==> src/rtl/serv_csr_mirq.sv <==
// Bit-serial machine-mode CSR unit for SERV with NIRQ prioritised local interrupt lines.
// Optional: define SERV_CSR_IRQ_EDGE_EN for legacy once-per-assertion interrupt qualification.

module serv_csr_mirq_line #(
  parameter logic [4:0] POS = 5'd7
) (
  input  logic       i_clk,
  input  logic       i_rst,
  input  logic [4:0] i_cnt,
  input  logic       i_mie_wen,
  input  logic       i_csr_in,
  input  logic       i_irq,
  output logic       o_mie,
  output logic       o_mie_q,
  output logic       o_mip_q
);
  logic hit;
  assign hit = (i_cnt == POS);

  always_ff @(posedge i_clk) begin
    if (i_rst)                 o_mie <= 1'b0;
    else if (i_mie_wen & hit)  o_mie <= i_csr_in;
  end

  assign o_mie_q = o_mie & hit;
  assign o_mip_q = i_irq & hit;
endmodule

module serv_csr_mirq #(
  parameter int NIRQ = 3
) (
  input  logic            i_clk,
  input  logic            i_rst,
  input  logic            i_init,
  input  logic            i_en,
  input  logic [4:0]      i_cnt,
  input  logic            i_cnt_done,
  input  logic            i_trap,
  input  logic            i_mret,
  input  logic            i_e_op,
  input  logic            i_ebreak,
  input  logic            i_mem_op,
  input  logic            i_mem_cmd,
  input  logic [NIRQ-1:0] i_irq,
  input  logic            i_mstatus_en,
  input  logic            i_mie_en,
  input  logic            i_mip_en,
  input  logic            i_mcause_en,
  input  logic [1:0]      i_csr_source,
  input  logic            i_csr_d_sel,
  input  logic            i_csr_imm,
  input  logic            i_rs1,
  input  logic            i_rf_csr_out,
  output logic            o_csr_in,
  output logic            o_q,
  output logic            o_new_irq,
  output logic            o_irq_pending
);
  logic            mstatus_mie, mstatus_mpie, mcause31;
  logic [4:0]      mcause_code, irq_code, win_code, exc_code;
  logic [NIRQ-1:0] mie, mie_q, mip_q, pend, qpend;
  logic [15:0]     qp16;
  logic            d, mstatus_q, mcause_q, trap_done, boundary;

  assign d         = i_csr_d_sel ? i_csr_imm : i_rs1;
  assign trap_done = i_trap & i_cnt_done;
  assign boundary  = !i_init & i_cnt_done;

  genvar k;
  generate
    for (k = 0; k < NIRQ; k++) begin : g_line
      localparam logic [4:0] P = (k == 0) ? 5'd7 : (k == 1) ? 5'd3 :
                                 (k == 2) ? 5'd11 : 5'(13 + k);
      serv_csr_mirq_line #(.POS(P)) u_line (
        .i_clk     (i_clk),
        .i_rst     (i_rst),
        .i_cnt     (i_cnt),
        .i_mie_wen (i_mie_en & i_en),
        .i_csr_in  (o_csr_in),
        .i_irq     (i_irq[k]),
        .o_mie     (mie[k]),
        .o_mie_q   (mie_q[k]),
        .o_mip_q   (mip_q[k])
      );
    end
  endgenerate

  assign mstatus_q = i_mstatus_en & i_en &
                     (((i_cnt == 5'd3) & mstatus_mie) | ((i_cnt == 5'd7) & mstatus_mpie));
  // Low five bits stream out of the shifting code register; bit 31 appears on the last bit.
  assign mcause_q  = i_mcause_en & i_en &
                     (((i_cnt < 5'd5) & mcause_code[0]) | (i_cnt_done & mcause31));

  assign o_q = i_rf_csr_out | mstatus_q | mcause_q |
               (i_mie_en & i_en & (|mie_q)) | (i_mip_en & i_en & (|mip_q));

  always_comb begin
    case (i_csr_source)
      2'b01:   o_csr_in = d;
      2'b10:   o_csr_in = o_q | d;
      2'b11:   o_csr_in = o_q & ~d;
      default: o_csr_in = o_q;
    endcase
  end

  assign pend          = i_irq & mie;
  assign o_irq_pending = |pend;

`ifdef SERV_CSR_IRQ_EDGE_EN
  logic [NIRQ-1:0] pend_q;
  always_ff @(posedge i_clk) begin
    if (i_rst)         pend_q <= '0;
    else if (boundary) pend_q <= pend;
  end
  assign qpend = pend & ~pend_q;
`else
  assign qpend = pend;
`endif

  // Later assignments override earlier ones, so the loop order encodes priority.
  always_comb begin
    qp16 = '0;
    qp16[NIRQ-1:0] = qpend;
    win_code = 5'd0;
    for (int i = 15; i >= 3; i--)
      if (qp16[i]) win_code = 5'(13 + i);
    if (qp16[0]) win_code = 5'd7;
    if (qp16[1]) win_code = 5'd3;
    if (qp16[2]) win_code = 5'd11;
  end

  always_comb begin
    exc_code = 5'd0;
    if (i_e_op)        exc_code = i_ebreak ? 5'd3 : 5'd11;
    else if (i_mem_op) exc_code = i_mem_cmd ? 5'd6 : 5'd4;
  end

  always_ff @(posedge i_clk) begin
    if (i_rst) begin
      mstatus_mie  <= 1'b0;
      mstatus_mpie <= 1'b0;
    end else if (trap_done) begin
      mstatus_mpie <= mstatus_mie;
      mstatus_mie  <= 1'b0;
    end else if (i_mret) begin
      mstatus_mie  <= mstatus_mpie;
      mstatus_mpie <= 1'b1;
    end else if (i_mstatus_en & i_en) begin
      if (i_cnt == 5'd3) mstatus_mie  <= o_csr_in;
      if (i_cnt == 5'd7) mstatus_mpie <= o_csr_in;
    end
  end

  always_ff @(posedge i_clk) begin
    if (i_rst) begin
      mcause31    <= 1'b0;
      mcause_code <= 5'd0;
    end else if (trap_done) begin
      mcause31    <= o_new_irq;
      mcause_code <= o_new_irq ? irq_code : exc_code;
    end else if (i_mcause_en & i_en) begin
      if (i_cnt < 5'd5) mcause_code <= {o_csr_in, mcause_code[4:1]};
      if (i_cnt_done)   mcause31    <= o_csr_in;
    end
  end

  always_ff @(posedge i_clk) begin
    if (i_rst) begin
      o_new_irq <= 1'b0;
      irq_code  <= 5'd0;
    end else if (boundary) begin
      o_new_irq <= mstatus_mie & (|qpend);
      irq_code  <= win_code;
    end
  end
endmodule

==> config.mk <==
export PLATFORM = sky130hd
export DESIGN_NAME = serv_csr_mirq
export DESIGN_NICKNAME = d
export VERILOG_FILES = /design/src/rtl/serv_csr_mirq.sv
export SDC_FILE = /design/constraint.sdc
export NUM_CORES = 1
export LEC_CHECK = 0
export ABC_AREA = 1
export CAP_MARGIN = 20
export CORE_MARGIN = 4
export CORE_UTILIZATION = 46
export CTS_CLUSTER_SIZE = 8
export DETAILED_ROUTE_END_ITERATION = 8
export PLACE_DENSITY = 0.82
export SYNTH_ARGS = -nofsm -noshare
export SYNTH_HDL_FRONTEND = slang
export SYNTH_HIERARCHICAL = 1
export SYNTH_SLANG_ARGS = --single-unit
==> constraint.sdc <==
create_clock -name i_clk -period 1.9 [get_ports i_clk]
set_clock_uncertainty 0.2 [all_clocks]
set_input_delay 0.38 -clock i_clk [delete_from_list [all_inputs] [get_ports i_clk]]
set_output_delay 0.38 -clock i_clk [all_outputs]
set_load 0.05 [all_outputs]
==> results of run 1 <==
==> per-layer routing <==
layer  part of all wire [%]  vias to the layer above  routed length [µm]  global-route usage, %
li1                       -                      719                   -                      -
met2                     51                       50                1820                  39.60
met1                     40                      646                1433                  26.07
met5                      0                        -                   0                      0
met3                    6.8                       12                 245                  5.977
met4                    2.2                        0                  79                  6.102
==> registers in the layout, indices dropped and copies added, names as in the netlist <==
signal	flops
mstatus_mie	1
g_line.u_line/o_mie	3
irq_code	3
mcause_code	5
o_new_irq	1
mcause31	1
mstatus_mpie	1
==> worst reg2reg max path, delay by kind of cell (launching register included) <==
family,cells,cell delay [ns]
simple gates,11,0.88
buf+inv,4,0.36
flops,1,0.34
==> report_power, final <==
group | total [mW] | switching, mW | internal [mW]
combinational | 0.287 | 0.140 | 0.146
sequential | 0.335 | 0.00851 | 0.327
clock | 0.183 | 0.105 | 0.0781
==> cell families after synthesis <==
logic type,Yosys count,share of synthesized area (%)
buffers and inverters,42,14.93
and+or+nand+nor,103,42.94
AOI/OAI and AO/OA,27,14.35
DFF,15,27.78
==> what timing repair did <==
item | in CTS | in global routing
hold buffers | 0 | 0
endpoints found under the setup margin | 10 | 5
gates resized for setup | 58 | 12
pin swaps | 18 | 18
setup buffers | 4 | 6
==> layout make-up <==
cell class              count  area [µm²]
multi-input cells         130       699.4
clock buffers               3       22.52
clock inverters             1       5.005
well taps                  28       35.03
fillers                   156       427.9
repair buffers             61       583.1
inverters                  41       157.7
flip-flops and latches     15       302.8
==> worst paths after layout <==
path                                             start                endpoint
worst max-delay path                             i_rs1                o_csr_in
worst min-delay path                          i_cnt[3]  g_line[1].u_line/o_mie
worst max register to register  g_line[1].u_line/o_mie  g_line[1].u_line/o_mie
worst min register to register             irq_code[2]             irq_code[2]
==> stage by stage <==
stage	setup TNS, ns	power [mW]
after floorplan	-0.2801	0.4427
after global placement	-4.971	0.5790
after detailed placement	-6.132	0.5887
after CTS	-0.5059	0.7845
after global routing	-1.061	0.8437
final	-0.4911	0.8047
==> cell usage in the layout, fill, tap and decap left out <==
cell type | netlist | final
clkdlybuf4s50_1 | 0 | 13
clkinv_2 | 0 | 1
buf_12 | 0 | 5
nand2_4 | 0 | 5
o211ai_1 | 2 | 2
inv_2 | 0 | 4
nor3_1 | 1 | 1
o21ai_0 | 11 | 11
inv_1 | 41 | 36
buf_4 | 1 | 31
nor2_2 | 7 | 8
dlygate4sd2_1 | 0 | 7
nand2_2 | 3 | 5
dfxtp_2 | 0 | 2
dfxtp_1 | 15 | 13
a21oi_1 | 7 | 7
buf_6 | 0 | 1
clkinvlp_4 | 0 | 1
nand3_2 | 2 | 3
o21ai_2 | 1 | 1
dlymetal6s2s_1 | 0 | 1
buf_8 | 0 | 1
nor2_4 | 0 | 4
nor4_1 | 1 | 1
nand3_1 | 16 | 15
clkbuf_4 | 0 | 3
nand2_1 | 46 | 39
a31oi_1 | 4 | 4
a22o_1 | 1 | 1
a22oi_1 | 1 | 1
clkdlybuf4s15_1 | 0 | 2
nor3_2 | 1 | 1
nand4_1 | 4 | 4
nor2_1 | 22 | 17
==> flow_metrics.tcl, run 1 <==
set metrics [dict create \
    die_h_um 56.48 \
    antennaDiodeCount 0 \
    path_common_cell "nand2_1" \
    violations "negative setup slack" \
    place_congestion 0.8161 \
    async_flop_share_pct 0 \
    timing.critical_path.buf_inv 4 \
    fin_crit_ns 2.241 \
    synth.top_cells.by_count "nand2_1 (46), inv_1 (41), nor2_1 (22), nand3_1 (16), dfxtp_1 (15)" \
    r2r_slack_ns 0 \
    crit_type "in -> out" \
    clock_latency_ns 0.28 \
    dp_hpwl_um 2739 \
    holdWs_ns 0.2537 \
    worst_setup_path_start_kind "input port" \
    cts_max_path_buffers 2 \
    area_growth_pct 67.01 \
    wl_per_cell_um 12.82 \
    place_inst 265 \
    ys_types 20 \
    fin_nets 281 \
    numCtsBuffers 3 \
    worst_hold_path_type "in -> reg" \
    path_delay_family "buffers and inverters" \
    syn_nets 216 \
    cp_max_fo 2 \
    viasPerCell 5.115 \
    status "complete, but fails checks" \
    post-route-util_pct 80.84 \
    rsz0062_at_grt "true" \
    die_w_um 56.48 \
    clk_pin_slew_worst_paths_ns 0.10 \
    tightest_slew_ns 0.3054 \
    root_buffer "clkbuf_4" \
    final_cells 279 \
    setup_viol 2 \
    postSynthAreaPerCell_um2 5.781 \
    power_density_mw_per_mm2 445.7 \
    cp_slowest_cell "clkdlybuf4s50_1" \
    synth_top_cells_by_area "dfxtp_1 (28%), nand2_1 (16%), inv_1 (14%)" \
    grt_use_total_pct 22.34 \
    cp_num_cells 9 \
    floorplan.io_pins 33 \
    drive_gt1_share_pct 30.28 \
    hold_viol 0 \
    ant_nets 0 \
    fin_crit_sh_pct 117.9 \
    rows 17 \
    vias 1427 \
    maxCapViolations 0 \
    drt_iter0_drc 74 \
    die_area_mm2 0.003189 \
    cts.htree.levels 1 \
    synth_top_cell_area_share_pct 27.78 \
    worst_setup_path_end_kind "output port" \
    synth_seq_area_share_pct 27.78 \
    clock-sinks 15 \
    cp_cell_sequence "clkdlybuf4s50_1 -> nand2_1 -> nand2_1 -> o21ai_2 -> o211ai_1 -> buf_4 -> nand2_4 -> clkinvlp_4 -> buf_12" \
    finalMaxSlewViolations 0 \
    grt_pass1_vias 1377 \
    coreArea_mm2 0.002233 \
    syn-instance-count 187 \
    max_stage_delay_ns 0.46 \
    synth.most_common_cell "nand2_1" \
    synth_flop_cell "dfxtp_1" \
    ys_ff_latch 15 \
    antenna_found_initial 0 \
    r2r_cells 15 \
    start_util_pct 48.40 \
    synth_area_mm2 0.001081 \
    firstDrtPassIters 4 \
    grt_max_degree 10 \
    yosys.area.top_type "dfxtp_1" \
    max_freq_mhz 446.3 \
    p_leak_nw 0.9240 \
    portBuffers 32 \
    stdcell_area_mm2 0.001805 \
    min_delay_path_depth 6 \
    worst_ep_arrival_time_ns 1.66 \
    peakVddDrop_mv 0.5594 \
    grt_pass1_wl_um 5761 \
    grt-ovfl-total 0 \
    synth_edf_count 0 \
    timing.slew.headroom_pct 79.57 \
    setup_slack_ns -0.3408 \
    crit_required_ns 1.32 \
    drc 0 \
    placed_area_mm2 0.001615 \
    wirelength_um 3578 \
    pre_cts_ws_ns -0.8486 \
    cts_tree "yes" \
    synth_warnings 6 \
]
No activity file was read; power rests on OpenSTA's default activity.
==> run 2, diff against run 1 <==
--- a/config.mk
+++ b/config.mk
@@ -8,11 +8,11 @@
 export ABC_AREA = 1
 export CAP_MARGIN = 20
 export CORE_MARGIN = 4
-export CORE_UTILIZATION = 46
+export CORE_UTILIZATION = 47
 export CTS_CLUSTER_SIZE = 8
 export DETAILED_ROUTE_END_ITERATION = 8
-export PLACE_DENSITY = 0.82
+export GPL_ROUTABILITY_DRIVEN = 0
+export PLACE_DENSITY = 0.85
 export SYNTH_ARGS = -nofsm -noshare
 export SYNTH_HDL_FRONTEND = slang
-export SYNTH_HIERARCHICAL = 1
 export SYNTH_SLANG_ARGS = --single-unit
==> constraint.sdc (replaced) <==
create_clock -name i_clk -period 2.77 [get_ports i_clk]
set_clock_uncertainty 0.2 [all_clocks]
set_input_delay 0.554 -clock i_clk [delete_from_list [all_inputs] [get_ports i_clk]]
set_output_delay 0.554 -clock i_clk [all_outputs]
set_load 0.05 [all_outputs]
==> flow_metrics.tcl, run 2 <==
set metrics [dict create \
    grt-ovfl-total 0 \
    fin_tns_setup_ns 0 \
    cts_tree "yes" \
    grt_use_total_pct 22.48 \
    setup_slack_ns 0.1291 \
    synth_warnings 0 \
    path_delay_family "buffers and inverters" \
    wl_per_cell_um 13.70 \
    postSynthAreaPerCell_um2 6.554 \
    holdWs_ns 0.2785 \
    multi_input_area_um2 634.4 \
    n_fill_cell 154 \
    path_common_cell "nand2_1" \
    crit_required_ns 2.02 \
    synth_top_cells_by_area "dfxtp_1 (30%), nand2_1 (11%), a21oi_1 (7.6%)" \
    synth.top_cells.by_count "nand2_1 (30), a21oi_1 (15), dfxtp_1 (15), inv_1 (15), nor2_1 (15)" \
    grt_pass1_wl_um 4726 \
    drive_gt1_share_pct 20.21 \
    final_cell_mix "nand2_1 (28), clkdlybuf4s50_1 (23), inv_1 (15), a21oi_1 (15), dfxtp_1 (15)" \
    ant_nets 0 \
    ys_ff_latch 15 \
    grt_max_degree 11 \
    drt_iter0_drc 27 \
    status "complete, no violations" \
    max_freq_mhz 378.7 \
    syn_nets 180 \
    synth.most_common_cell "nand2_1" \
    min_delay_path_depth 2 \
    finalMaxSlewViolations 0 \
    synth_area_um2 989.7 \
    async_flop_share_pct 0 \
    seq_area_um2 300.3 \
    portBuffers 32 \
    rr_startpoint "mcause31" \
    crit_type "in -> out" \
    yosys.area.top_type "dfxtp_1" \
    grt.busiest_layer "met2" \
    firstDrtPassIters 4 \
    cp_max_fo 2 \
    ctsHoldBuffers 0 \
    largest_registers "mcause_code (5), g_line.u_line.o_mie (3), irq_code (3)" \
    setup_viol 0 \
    rows 16 \
    cts_max_path_buffers 2 \
    grtUsageMet2_pct 40.12 \
    dp_hpwl_um 2304 \
    viasPerCell 5.500 \
    fin_crit_sh_pct 95.34 \
    area_growth_pct 50.70 \
    syn-instance-count 151 \
    die_h_um 53.89 \
    synth_top_cell_area_share_pct 30.34 \
    start_util_pct 49.94 \
    r2r_cells 8 \
    synth_seq_area_share_pct 30.34 \
    clk_pin_slew_worst_paths_ns 0.09 \
    min_from "mcause_code[4]" \
    grt_use_met3_pct 4.986 \
    hold_end "mcause_code[4]" \
    synth_edf_count 0 \
    synth_flop_cell "dfxtp_1" \
    antenna_found_initial 0 \
    gr-usage-met1_pct 26.89 \
    cp_slowest_cell "clkdlybuf4s50_1" \
    largest_reg_flops 5 \
    fin_crit_ns 2.641 \
    clock_latency_ns 0.28 \
    power_uw 513.8 \
    pre_cts_ws_ns 0.02450 \
    vias 1210 \
    cp_cell_sequence "clkdlybuf4s50_1 -> nand2_1 -> nand2_1 -> o21ai_4 -> o211ai_1 -> nand2_2 -> inv_2 -> buf_12" \
    top_register "mcause_code" \
    numCtsBuffers 3 \
    power_density_mw_per_mm2 344.5 \
    floorplan.io_pins 33 \
    cts.htree.levels 1 \
    die_area_mm2 0.002904 \
    drc 0 \
    rsz0062_at_grt "false" \
    peakVddDrop_mv 0.3092 \
    worst_hold_path_type "reg -> reg" \
    wirelength_um 3014 \
    final_common_cell "nand2_1" \
    timing.slew.headroom_pct 67.26 \
    worst_setup_path_end_kind "output port" \
    maxCapViolations 0 \
    hold_viol 0 \
    fin_nets 223 \
    root_buffer "clkbuf_4" \
    timing.critical_path.buf_inv 3 \
    ys_types 23 \
    coreArea_mm2 0.001982 \
    grt_pass1_vias 1143 \
    placed_area_mm2 0.001408 \
    clock-sinks 15 \
    reg2reg_to "g_line[2].u_line.o_mie" \
    antennaDiodeCount 0 \
    r2r_slack_ns 1.27 \
    die_w_um 53.89 \
    stdcell_area_mm2 0.001491 \
    worst_ep_arrival_time_ns 1.89 \
    tightest_slew_ns 0.4895 \
    p_leak_nw 0.6832 \
    max_stage_delay_ns 0.48 \
    worst_setup_path_start_kind "input port" \
]
run 2: cell types whose count changed after synthesis, sizes merged, moves of 5 or more:
| cell | change |
|---|---|
| nor2 | -9 |
| nand4 | +5 |
| nand2 | -13 |
| nand3 | -5 |
| a21oi | +8 |
| inv | -20 |
run 2: metal layers:
metal	wire length (µm)	up-vias
met5	0	-
met4	30	0
met3	206	6
met2	1484	52
met1	1292	552
li1	-	600
run 2: logic make-up after synthesis:
logic type / Yosys count / share of synthesized area, %
compound gates: 33 / 19.72
buf+inv: 22 / 9.102
flops: 15 / 30.34
simple gates: 81 / 40.83
run 2: worst max-delay path by stage:
stage                     endpoint   startpoint  depth (start not counted)
after floorplan                o_q     i_cnt[3]                          7
after global placement    o_csr_in     i_cnt[0]                         10
after detailed placement  o_csr_in     i_cnt[2]                         10
after CTS                 o_csr_in     i_cnt[2]                         10
after global routing      o_csr_in  i_mcause_en                         10
final                     o_csr_in  i_csr_d_sel                          8
run 2: final cells by class:
cell class / instances / area share [%]
Tap cell: 27 / 2.265
Multi-Input combinational cell: 114 / 42.53
Timing Repair Buffer: 39 / 28.02
Clock buffer: 4 / 1.762
Sequential cell: 15 / 20.13
Inverter: 21 / 5.285
run 2: timing repair:
item	4_1_cts	5_1_grt
gates resized for setup	0	16
endpoints found under the setup margin	0	2
setup buffers	0	1
run 2: metrics by stage:
| step | std cells | utilization (%) |
|---|---|---|
| 3_3_place_gp | 215 | 71.02 |
| 2_1_floorplan | 151 | - |
| 3_5_place_dp | 215 | 71.02 |
| 5_1_grt | 220 | 75.25 |
| 4_1_cts | 219 | 72.35 |
| 6_report | 220 | 75.25 |
run 2: power breakdown:
part / total (mW) / internal, mW / switching, mW
clock: 0.126 / 0.0560 / 0.0703
combinational: 0.157 / 0.0762 / 0.0808
sequential: 0.231 / 0.225 / 0.00580
total: 0.514 / 0.357 / 0.157
run 2: tightest hold or removal path, cell delays in order (launching register included):
cell     delay, ns
dfxtp_1       0.32
nand2_1       0.06
a21oi_1       0.06
==> run 3, diff against run 2 <==
--- a/config.mk
+++ b/config.mk
@@ -6,13 +6,15 @@
 export NUM_CORES = 1
 export LEC_CHECK = 0
 export ABC_AREA = 1
+export ABC_CLOCK_PERIOD_IN_PS = 2770
 export CAP_MARGIN = 20
 export CORE_MARGIN = 4
-export CORE_UTILIZATION = 47
+export CORE_UTILIZATION = 48
 export CTS_CLUSTER_SIZE = 8
 export DETAILED_ROUTE_END_ITERATION = 8
 export GPL_ROUTABILITY_DRIVEN = 0
-export PLACE_DENSITY = 0.85
+export GPL_TIMING_DRIVEN = 1
+export PLACE_DENSITY = 0.86
 export SYNTH_ARGS = -nofsm -noshare
 export SYNTH_HDL_FRONTEND = slang
 export SYNTH_SLANG_ARGS = --single-unit
==> flow_metrics.tcl, run 3 (synthesis gave the netlist of run 2 again) <==
set metrics [dict create \
    cts_max_path_buffers 2 \
    setup_slack_ns 0.1041 \
    numCtsBuffers 3 \
    hold_viol 0 \
    worst_setup_path_end_kind "output port" \
    status "complete, no violations" \
    reg2reg_to "mstatus_mie" \
    fin_crit_sh_pct 96.24 \
    grt_pass1_vias 1167 \
    power_density_mw_per_mm2 356.9 \
    grt_max_degree 11 \
    hold_end "mcause_code[4]" \
    timing.critical_path.buf_inv 3 \
    place_inst 211 \
    largest_registers "mcause_code (5), g_line.u_line.o_mie (3), irq_code (3)" \
    ctsHoldBuffers 0 \
    area_growth_pct 45.89 \
    cts.htree.levels 1 \
    timing.slew.headroom_pct 67.39 \
    dp_hpwl_um 2359 \
    top_register "mcause_code" \
    worst_setup_path_start_kind "input port" \
    crit_type "in -> out" \
    ant_nets 0 \
    r2r_cells 9 \
    min_from "mcause_code[4]" \
    stdcell_area_mm2 0.001444 \
    final_cells 216 \
    die_area_mm2 0.002852 \
    firstDrtPassIters 4 \
    rsz0062_at_grt "false" \
    final_common_cell "nand2_1" \
    die_h_um 53.41 \
    rows 16 \
    max_freq_mhz 375.1 \
    p_leak_nw 0.6274 \
    drc 0 \
    max_stage_delay_ns 0.48 \
    largest_reg_flops 5 \
    maxCapViolations 0 \
    fin_crit_ns 2.666 \
    setup_viol 0 \
    power_uw 515.4 \
    antennaDiodeCount 0 \
    worst_ep_arrival_time_ns 1.91 \
    path_delay_family "buffers and inverters" \
    coreArea_mm2 0.001962 \
    drive_gt1_share_pct 19.58 \
    antenna_found_initial 0 \
    fin_nets 219 \
    clk_pin_slew_worst_paths_ns 0.10 \
    cp_slowest_cell "clkdlybuf4s50_1" \
    peakVddDrop_mv 0.3211 \
    vias 1223 \
    min_delay_path_depth 2 \
    start_util_pct 50.45 \
    post-route-util_pct 73.60 \
    drt_iter0_drc 53 \
    fin_tns_setup_ns 0 \
    viasPerCell 5.662 \
    crit_start "i_csr_d_sel" \
    clock_latency_ns 0.30 \
    root_buffer "clkbuf_4" \
    grt_use_total_pct 22.94 \
    grt-ovfl-total 0 \
    die_w_um 53.41 \
    holdWs_ns 0.2798 \
    wl_per_cell_um 14.09 \
    cts_tree "yes" \
    clock-sinks 15 \
    cp_max_fo 3 \
    portBuffers 32 \
    tightest_slew_ns 0.4877 \
    pre_cts_ws_ns -0.03115 \
    grt_pass1_wl_um 4761 \
    cp_cell_sequence "clkdlybuf4s50_1 -> nand2_1 -> nand2_1 -> o21ai_4 -> o211ai_1 -> nand2_2 -> inv_2 -> buf_12" \
    worst_hold_path_type "reg -> reg" \
    wirelength_um 3044 \
    finalMaxSlewViolations 0 \
    rr_startpoint "mcause31" \
    placed_area_mm2 0.001378 \
    final_cell_mix "nand2_1 (30), clkdlybuf4s50_1 (23), a21oi_1 (15), dfxtp_1 (15), inv_1 (14)" \
    path_common_cell "nand2_1" \
    crit_required_ns 2.02 \
    floorplan.io_pins 33 \
    r2r_slack_ns 1.28 \
]
## run 3: cell count changes in the layout (fill, tap and decap cells not counted), sizes merged
cell,delta
clkinv,+1
dlymetal6s2s,-4
dlygate4sd2,+4
clkbuf,-1
buf,-4
## run 3: how the worst max path moves through the flow
stage	end	slack, ns	cells past startpoint
floorplan	o_q	0.59	7
global placement	o_csr_in	0.02	10
detailed placement	o_csr_in	-0.03	10
CTS	o_csr_in	0.02	10
global route	o_csr_in	0.004	8
finish	o_csr_in	0.10	8
## run 3: power breakdown
group	leakage [nW]	internal [mW]	switching [mW]
combinational	0.487	0.0707	0.0803
clock	0.0177	0.0538	0.0794
sequential	0.122	0.225	0.00632
total	0.627	0.349	0.166
## run 3: cell type report
type                    count  area (µm²)
fillers                   150       518.0
clock inverters             1       5.005
repair buffers             35       372.9
clock buffers               3       22.52
multi-input cells         114       630.6
inverters                  21       78.83
well taps                  27       33.78
flip-flops and latches     15       300.3
## run 3: per-layer routing
metal | share of wire, % | GRT usage [%] | vias to the layer above
met5 | 0 | 0 | -
met4 | 3.4 | 9.787 | 0
met3 | 8.9 | 6.479 | 16
met2 | 49 | 40.41 | 69
met1 | 38 | 25.21 | 549
li1 | - | - | 589
## run 3: what timing repair did
item	in CTS	in global routing
pin swaps	1	2
gates resized for setup	7	9
setup buffers	0	1
endpoints found under the setup margin	1	1
hold endpoints to repair	0	0
## run 3: worst register-to-register path, delay by kind of cell (launching register included)
family | cells | cell delay [ns]
compound gates | 1 | 0.15
simple gates | 6 | 0.55
buf+inv | 2 | 0.18
flops | 1 | 0.33
